`src/rtl/mem_arbiter.sv`:
```
`default_nettype none
// +----------------------------------------------------------------------------+
// | mem_arbiter: IFU/LSU arbiter onto one shared memory port, one txn in flight |
// | Optional: define ARB_RR_EN for round-robin tie-break (else LSU priority)    |
// | Revision: 1.0                                                               |
// +----------------------------------------------------------------------------+
module mem_arbiter #(
  parameter int unsigned TIMEOUT = 255
) (
  input  logic        clk,
  input  logic        rst,
  input  logic        ifu_req_valid,
  output logic        ifu_req_ready,
  input  logic [31:0] ifu_addr,
  output logic        ifu_resp_valid,
  output logic [31:0] ifu_rdata,
  input  logic        lsu_req_valid,
  output logic        lsu_req_ready,
  input  logic [31:0] lsu_addr,
  input  logic        lsu_wen,
  input  logic [31:0] lsu_wdata,
  input  logic [3:0]  lsu_wmask,
  output logic        lsu_resp_valid,
  output logic [31:0] lsu_rdata,
  output logic        slv_req_valid,
  input  logic        slv_req_ready,
  output logic [31:0] slv_addr,
  output logic        slv_wen,
  output logic [31:0] slv_wdata,
  output logic [3:0]  slv_wmask,
  input  logic        slv_resp_valid,
  input  logic [31:0] slv_rdata,
  output logic        arb_timeout
);

  typedef enum logic [1:0] {
    ST_IDLE = 2'd0,
    ST_REQ  = 2'd1,
    ST_RESP = 2'd2
  } state_t;

  localparam logic [7:0] TIMEOUT_CNT = 8'(TIMEOUT);

  state_t      state_q, state_d;
  logic        grant_lsu_q, grant_lsu_d;
  logic [31:0] addr_q, addr_d;
  logic        wen_q, wen_d;
  logic [31:0] wdata_q, wdata_d;
  logic [3:0]  wmask_q, wmask_d;
  logic [7:0]  cnt_q, cnt_d;
  logic        timeout_q, timeout_d;

  logic        pick_lsu;
  logic        ifu_grant;
  logic        lsu_grant;
  logic        resp_fire;
  logic        resp_timeout;
  logic [31:0] resp_data;

`ifdef ARB_RR_EN
  logic last_lsu_q, last_lsu_d;

  // On a tie, serve whichever master did not win the previous grant
  always_comb pick_lsu = lsu_req_valid && (!ifu_req_valid || !last_lsu_q);

  always_comb begin
    last_lsu_d = last_lsu_q;
    if (ifu_grant || lsu_grant) last_lsu_d = lsu_grant;
  end

  always_ff @(posedge clk or negedge rst) begin
    if (!rst) last_lsu_q <= 1'b0;
    else      last_lsu_q <= last_lsu_d;
  end
`else
  always_comb pick_lsu = lsu_req_valid;
`endif

  always_comb begin
    state_d      = state_q;
    grant_lsu_d  = grant_lsu_q;
    addr_d       = addr_q;
    wen_d        = wen_q;
    wdata_d      = wdata_q;
    wmask_d      = wmask_q;
    cnt_d        = cnt_q;
    timeout_d    = timeout_q;
    ifu_grant    = 1'b0;
    lsu_grant    = 1'b0;
    resp_fire    = 1'b0;
    resp_timeout = 1'b0;
    case (state_q)
      ST_IDLE: begin
        if (ifu_req_valid || lsu_req_valid) begin
          lsu_grant   = pick_lsu;
          ifu_grant   = !pick_lsu;
          grant_lsu_d = pick_lsu;
          // Instruction fetches are always plain reads with no byte lanes
          addr_d      = pick_lsu ? lsu_addr : ifu_addr;
          wen_d       = pick_lsu && lsu_wen;
          wdata_d     = pick_lsu ? lsu_wdata : 32'h0;
          wmask_d     = pick_lsu ? lsu_wmask : 4'h0;
          state_d     = ST_REQ;
        end
      end
      ST_REQ: begin
        if (slv_req_ready) begin
          state_d = ST_RESP;
          cnt_d   = 8'd0;
        end
      end
      ST_RESP: begin
        resp_timeout = !slv_resp_valid && (cnt_q == TIMEOUT_CNT);
        resp_fire    = slv_resp_valid || resp_timeout;
        if (resp_fire) begin
          state_d = ST_IDLE;
          if (resp_timeout) timeout_d = 1'b1;
        end else begin
          cnt_d = cnt_q + 8'd1;
        end
      end
      default: state_d = ST_IDLE;
    endcase
  end

  always_ff @(posedge clk or negedge rst) begin
    if (!rst) begin
      state_q     <= ST_IDLE;
      grant_lsu_q <= 1'b0;
      addr_q      <= 32'h0;
      wen_q       <= 1'b0;
      wdata_q     <= 32'h0;
      wmask_q     <= 4'h0;
      cnt_q       <= 8'd0;
      timeout_q   <= 1'b0;
    end else begin
      state_q     <= state_d;
      grant_lsu_q <= grant_lsu_d;
      addr_q      <= addr_d;
      wen_q       <= wen_d;
      wdata_q     <= wdata_d;
      wmask_q     <= wmask_d;
      cnt_q       <= cnt_d;
      timeout_q   <= timeout_d;
    end
  end

  // Grants are combinational on the inputs, so hold them low while in reset
  assign ifu_req_ready  = ifu_grant && rst;
  assign lsu_req_ready  = lsu_grant && rst;

  assign resp_data      = slv_resp_valid ? slv_rdata : 32'h0;
  assign ifu_resp_valid = resp_fire && !grant_lsu_q;
  assign lsu_resp_valid = resp_fire && grant_lsu_q;
  assign ifu_rdata      = ifu_resp_valid ? resp_data : 32'h0;
  assign lsu_rdata      = lsu_resp_valid ? resp_data : 32'h0;

  assign slv_req_valid  = (state_q == ST_REQ);
  assign slv_addr       = addr_q;
  assign slv_wen        = wen_q;
  assign slv_wdata      = wdata_q;
  assign slv_wmask      = wmask_q;
  assign arb_timeout    = timeout_q;

endmodule
`default_nettype wire

```
`config.mk`:
```
export PLATFORM = sky130hd
export DESIGN_NAME = mem_arbiter
export DESIGN_NICKNAME = d
export VERILOG_FILES = /design/src/rtl/mem_arbiter.sv
export SDC_FILE = /design/constraint.sdc
export NUM_CORES = 1
export LEC_CHECK = 0
export ABC_AREA = 1
export CAP_MARGIN = 20
export CORE_ASPECT_RATIO = 0.75
export CORE_MARGIN = 2
export CORE_UTILIZATION = 37
export CTS_BUF_LIST = sky130_fd_sc_hd__clkbuf_4
export CTS_CLUSTER_SIZE = 14
export DETAILED_ROUTE_END_ITERATION = 10
export PLACE_DENSITY = 0.95
export SYNTH_ARGS = -nofsm -noshare
export SYNTH_HDL_FRONTEND = slang
export SYNTH_SLANG_ARGS = --single-unit
```
`constraint.sdc`:
```
create_clock -name clk -period 2.14 [get_ports clk]
set_clock_uncertainty 0.15 [all_clocks]
set_input_delay 0.214 -clock clk [delete_from_list [all_inputs] [get_ports clk]]
set_output_delay 0.214 -clock clk [all_outputs]
set_load 0.02 [all_outputs]
```
After elaboration in Yosys (flattened, before gate mapping):

Cells that the tools add are included.

* equal/unequal tests: 7
* add/subtract/negate cells: 1
* reductions and logical operators: 17
* mux-type cells: 18

Operators with widths (number)
* 32-bit two-way mux: 5
* 8-bit two-way mux: 2
* 8-bit one-hot mux with 2 select lines: 1
* 3-bit AND reduction: 3
* 8-bit by 1-bit adder with 8-bit output, second input constant: 1
* 8-bit equality test, second input constant: 1
* 1-bit logical AND: 6
* 2-bit two-way mux: 3
* 2-bit inequality test, second input constant: 3
* 2-bit one-hot mux with 3 select lines: 1
* 1-bit two-way mux: 5
* 4-bit two-way mux: 1
* 1-bit logical NOT: 3
* 2-bit by 1-bit equality test with 1-bit output, second input constant: 1
* 2-bit equality test, second input constant: 1
* 2-bit logical NOT: 1
* 1-bit logical OR: 2
* 2-bit by 1-bit inequality test with 1-bit output, second input constant: 1
* 2-bit AND reduction: 1
* 2-bit nonzero test: 1

* logic and storage cells: 51
* flip-flop bits (word level): 81
* output and inout bits: 139
* bits of input ports: 139

Logic depth before layout (Yosys ltp):

* word-level depth: 6
* depth in mapped cells: 10
* gate-level depth less buffers: 9

Worst setup path before layout:

No wires, ideal clock.

* kind: flip-flop to output port
* start: reg cnt_q[1]
* end: out lsu_rdata[12]
* arrival time: 1.486 ns
* required time: 1.776 ns
* cell stages (with the launch flop): 11
* buffers on the path: 1
* slack: 0.290 ns
* cell sequence: dfrtp_1 > ha_1 > nand2_1 > nor2_2 > nand2_2 > nand2_1 > nand2_1 > clkinv_2 > nand2_4 > buf_6 > nor2_1

* word-level cells in the longest chain between the ends: 6

RTL lines
* start: declaration: RTL line 50 `logic [7:0] cnt_q, cnt_d;`
* start signal: assignment: RTL line 143 `cnt_q <= cnt_d;`
* 8-bit equality test: RTL line 113 `resp_timeout = !slv_resp_valid && (cnt_q == TIMEOUT_CNT);`
* 1-bit logical AND: RTL line 113
* 1-bit logical OR: RTL line 114 `resp_fire = slv_resp_valid || resp_timeout;`
* 1-bit two-way mux: RTL line 92 `case (state_q)`
* 1-bit logical AND: RTL line 154 `assign lsu_resp_valid = resp_fire && grant_lsu_q;`
* 32-bit two-way mux: RTL line 156 `assign lsu_rdata = lsu_resp_valid ? resp_data : 32'h0;`
* end: declaration: RTL line 24 `output logic [31:0] lsu_rdata,`

Every way passes these cells.

Worst setup path after layout:

* start: reg cnt_q[0]
* end: out ifu_rdata[19]

* word-level cells in the longest chain between the ends: 6

RTL lines
* 8-bit equality test: RTL line 113
* 1-bit logical AND: RTL line 113
* 1-bit logical OR: RTL line 114
* 1-bit two-way mux: RTL line 92
* 1-bit logical AND: RTL line 153 `assign ifu_resp_valid = resp_fire && !grant_lsu_q;`
* 32-bit two-way mux: RTL line 155 `assign ifu_rdata = ifu_resp_valid ? resp_data : 32'h0;`
* end: declaration: RTL line 16 `output logic [31:0] ifu_rdata,`

Every way passes these cells.

==> insert_results.sql <==
INSERT INTO impl_metrics (metric_group, metric, value, unit) VALUES
('placement', 'dp_cells', '970', ''),
('placement', 'placement.cell_area', '0.00708', 'sq mm'),
('placement', 'detailed_placement_hpwl', '10.7', 'mm'),
('route', 'post-route-drc-count', '0', ''),
('layout', 'final_layout_size_suffix_gt1_share', '25.3', '%'),
('layout', 'multi_input_comb_area', '0.00226', 'sq mm'),
('grt', 'globalRouteTotalUtil', '27.1', '%'),
('yosys', 'complex_gate_fraction_of_the_synthesized_area', '9.52', '%'),
('yosys', 'yosys.area.top_type', 'dfrtp_1', ''),
('clock_network', 'cts.sink_count', '81', ''),
('grt', 'first_pass_grt_wire_length', '25.3', 'mm'),
('yosys', 'ys_seq_area_share', '49.1', '%'),
('yosys', 'register_bit_total_from_synthesis', '81', ''),
('clock_network', 'cts.path.max_buffers', '2', ''),
('clock_network', 'number_of_clock_buffers_inserted_by_tritoncts', '9', ''),
('yosys', 'synth.net_count', '707', ''),
('worst_setup_path', 'setup.worst_path.end_class', 'primary output', ''),
('die', 'rows', '33', ''),
('timing', 'hold_ws', '118', 'ps'),
('layout', 'finish.instance_area', '0.00826', 'sq mm'),
('placement', 'gp_congestion', '0.843', ''),
('layout', 'ff_latch_area', '0.00203', 'sq mm'),
('timing', 'max-slew-margin-rel', '72.9', '%'),
('yosys', 'synthesis.area_per_instance', '7.28', 'sq um'),
('route', 'antenna_violating_nets_post_route', '0', ''),
('run_status', 'status', 'finished, violations left', ''),
('route', 'wire_per_inst', '18.2', 'um'),
('timing', 'setup_failing_eps_final', '66', ''),
('timing', 'final_hold_viol_count', '0', ''),
('worst_setup_path', 'critical_path.reg2reg.startpoint', 'cnt_q[0]', ''),
('layout', 'finalNetCount', '1029', ''),
('timing', 'period_needed', '2450', 'ps'),
('timing', 'maximum_clock_frequency', '0.408', 'GHz'),
('power_and_ir_drop', 'leakage', '0.00378', 'uW'),
('yosys', 'synth-simple-area-share', '31.7', '%'),
('worst_hold_path', 'class_of_the_tightest_hold_or_removal_check', 'input port to async pin', ''),
('clock_network', 'clock_insertion_delay_worst_skew', '420', 'ps'),
('worst_setup_path', 'ff2ff_path_depth', '8', ''),
('worst_setup_path', 'worst_r2r_endpoint', 'cnt_q[7]', ''),
('grt', 'via_count_of_the_first_global_routing_pass', '4940', ''),
('die', 'placeableCoreArea', '0.0109', 'sq mm'),
('yosys', 'post-synth-top-count-cell', 'nand2_1', ''),
('clock_network', 'clock_tree.htree_level_count', '3', ''),
('die', 'boundaryPins', '278', ''),
('worst_setup_path', 'worst_ep_required', '1780', 'ps'),
('layout', 'n_fill_cell', '720', ''),
('yosys', 'synthesis.yosys.warnings', '0', ''),
('route', 'avgViaCountPerCell', '5.04', ''),
('run_status', 'failed_checks', 'negative setup slack', ''),
('run', 'drv.max_cap_violation_count', '0', ''),
('grt', 'grt_max_degree', '100', ''),
('die', 'die_x', '126', 'um'),
('yosys', 'post-synth-top-area-fraction', '49.1', '%'),
('yosys', 'mappedNetlistArea', '0.00413', 'sq mm'),
('route', 'met1Wirelength', '6.87', 'mm'),
('die', 'starting_density_of_the_core', '37.9', '%'),
('timing', 'rsz0062_at_grt', 'true', ''),
('timing', 'tns', '-15380', 'ps'),
('yosys', 'synth.area.top_cells', 'dfrtp_1 (49%), nand2_1 (18%), o21ai_0 (6.9%)', ''),
('yosys', 'synthDistinctLibCells', '24', ''),
('route', 'postRouteWirelength', '18.9', 'mm'),
('clock_network', 'clk_transition_reported_paths', '130', 'ps'),
('yosys', 'synth_top_family_by_area', 'simple AND/OR/NAND/NOR gates', ''),
('yosys', 'netlist_instances', '567', ''),
('timing', 'report.final.slew_viol_count', '0', ''),
('route', 'num_vias', '5213', ''),
('worst_setup_path', 'cp_data_arrival_time', '2090', 'ps'),
('timing', 'fin_ws', '-310', 'ps'),
('yosys', 'synth-edff-count', '0', ''),
('clock_network', 'cts_root_buf', 'clkbuf_4', ''),
('yosys', 'async_flop_share', '100', '%');
## stage by stage
step	setup slack, ps	utilization, %	power (uW)
final	-310	75.7	8640
after global routing	-459	75.7	9110
after global placement	-239	65.0	6820
after detailed placement	-300	65.0	6950
after floorplan	290	-	4740
after CTS	-319	71.8	8360
## cells in the final DEF, fill, tap and decap left out, types with 6 or more instances in the layout
master           count
nor2_2               9
dfrtp_1             80
nor2_1              18
buf_12               6
clkdlybuf4s50_1    206
o21ai_0             57
inv_1               42
nand3_1             43
buf_6               66
nand2_8              7
clkbuf_4            10
nor2_4              48
o21ai_1             15
nand2_1            197
buf_4               54
## critical path, stage by stage (launching register included)
cell and delay [ps]:
dfrtp_1 380, ha_2 190, nand2_2 80, nor2_4 110, nand2_2 80, nand2_2 90, nand2_4 100, inv_8 120
nand2_8 70, buf_4 150, nor2_1 130, buf_4 170
## how the worst max path moves through the flow
| stage | from | slack [ps] | endpoint | cells after the start |
|---|---|---|---|---|
| 2_1_floorplan | cnt_q[1] | 290 | lsu_rdata[12] | 10 |
| 3_3_place_gp | cnt_q[0] | -240 | ifu_rdata[17] | 10 |
| 3_5_place_dp | cnt_q[0] | -300 | ifu_rdata[17] | 10 |
| 4_1_cts | cnt_q[0] | -320 | lsu_rdata[21] | 11 |
| 5_1_grt | cnt_q[0] | -460 | ifu_rdata[19] | 11 |
| 6_report | cnt_q[0] | -310 | ifu_rdata[19] | 11 |
## cell families after synthesis
group | Yosys count
xor+xnor | 1
flops | 81
compound gates | 76
fa+ha+maj | 1
simple gates | 324
buf+inv | 84
## per-layer routing
metal  global-route usage [%]  vias to the layer above
met1                     30.2                     2427
met3                     8.47                       79
met5                        0                        -
met4                     13.3                        0
met2                     47.5                      284
li1                         -                     2423
## state kept, by name (all words and copies together) (netlist names)
register and flops:
slv_wmask 4, arb_timeout 1, cnt_q 8, slv_wdata 32, state_q 2, grant_lsu_q 1
slv_addr 32, slv_wen 1
## cell type report
| cell class | count | area share [%] |
|---|---|---|
| timing repair inverter | 1 | 0.136 |
| multi-input combinational | 409 | 27.3 |
| timing repair buffer | 340 | 41.5 |
| sequential | 81 | 24.6 |
| antenna | 1 | 0.0303 |
| clock buffer | 10 | 0.909 |
| tap | 140 | 2.12 |
| clock inverter | 6 | 1.09 |
| inverter | 47 | 2.36 |
## power breakdown
part           internal, uW  switching, uW  total, uW
logic                  2130           2780       4910
registers              2220            458       2670
clock network           494            557       1050
total                  4840           3800       8640
## timing repair
item / in CTS / in global routing
gates resized for setup: 453 / 72
pin swaps: 18 / 14
setup buffers: 27 / 10
endpoints found under the hold margin: 84 / 0
cloned: 5 / 3
endpoints found under the setup margin: 69 / 70
hold buffers: 2 / 0
No activity file was read; power rests on OpenSTA's default activity.
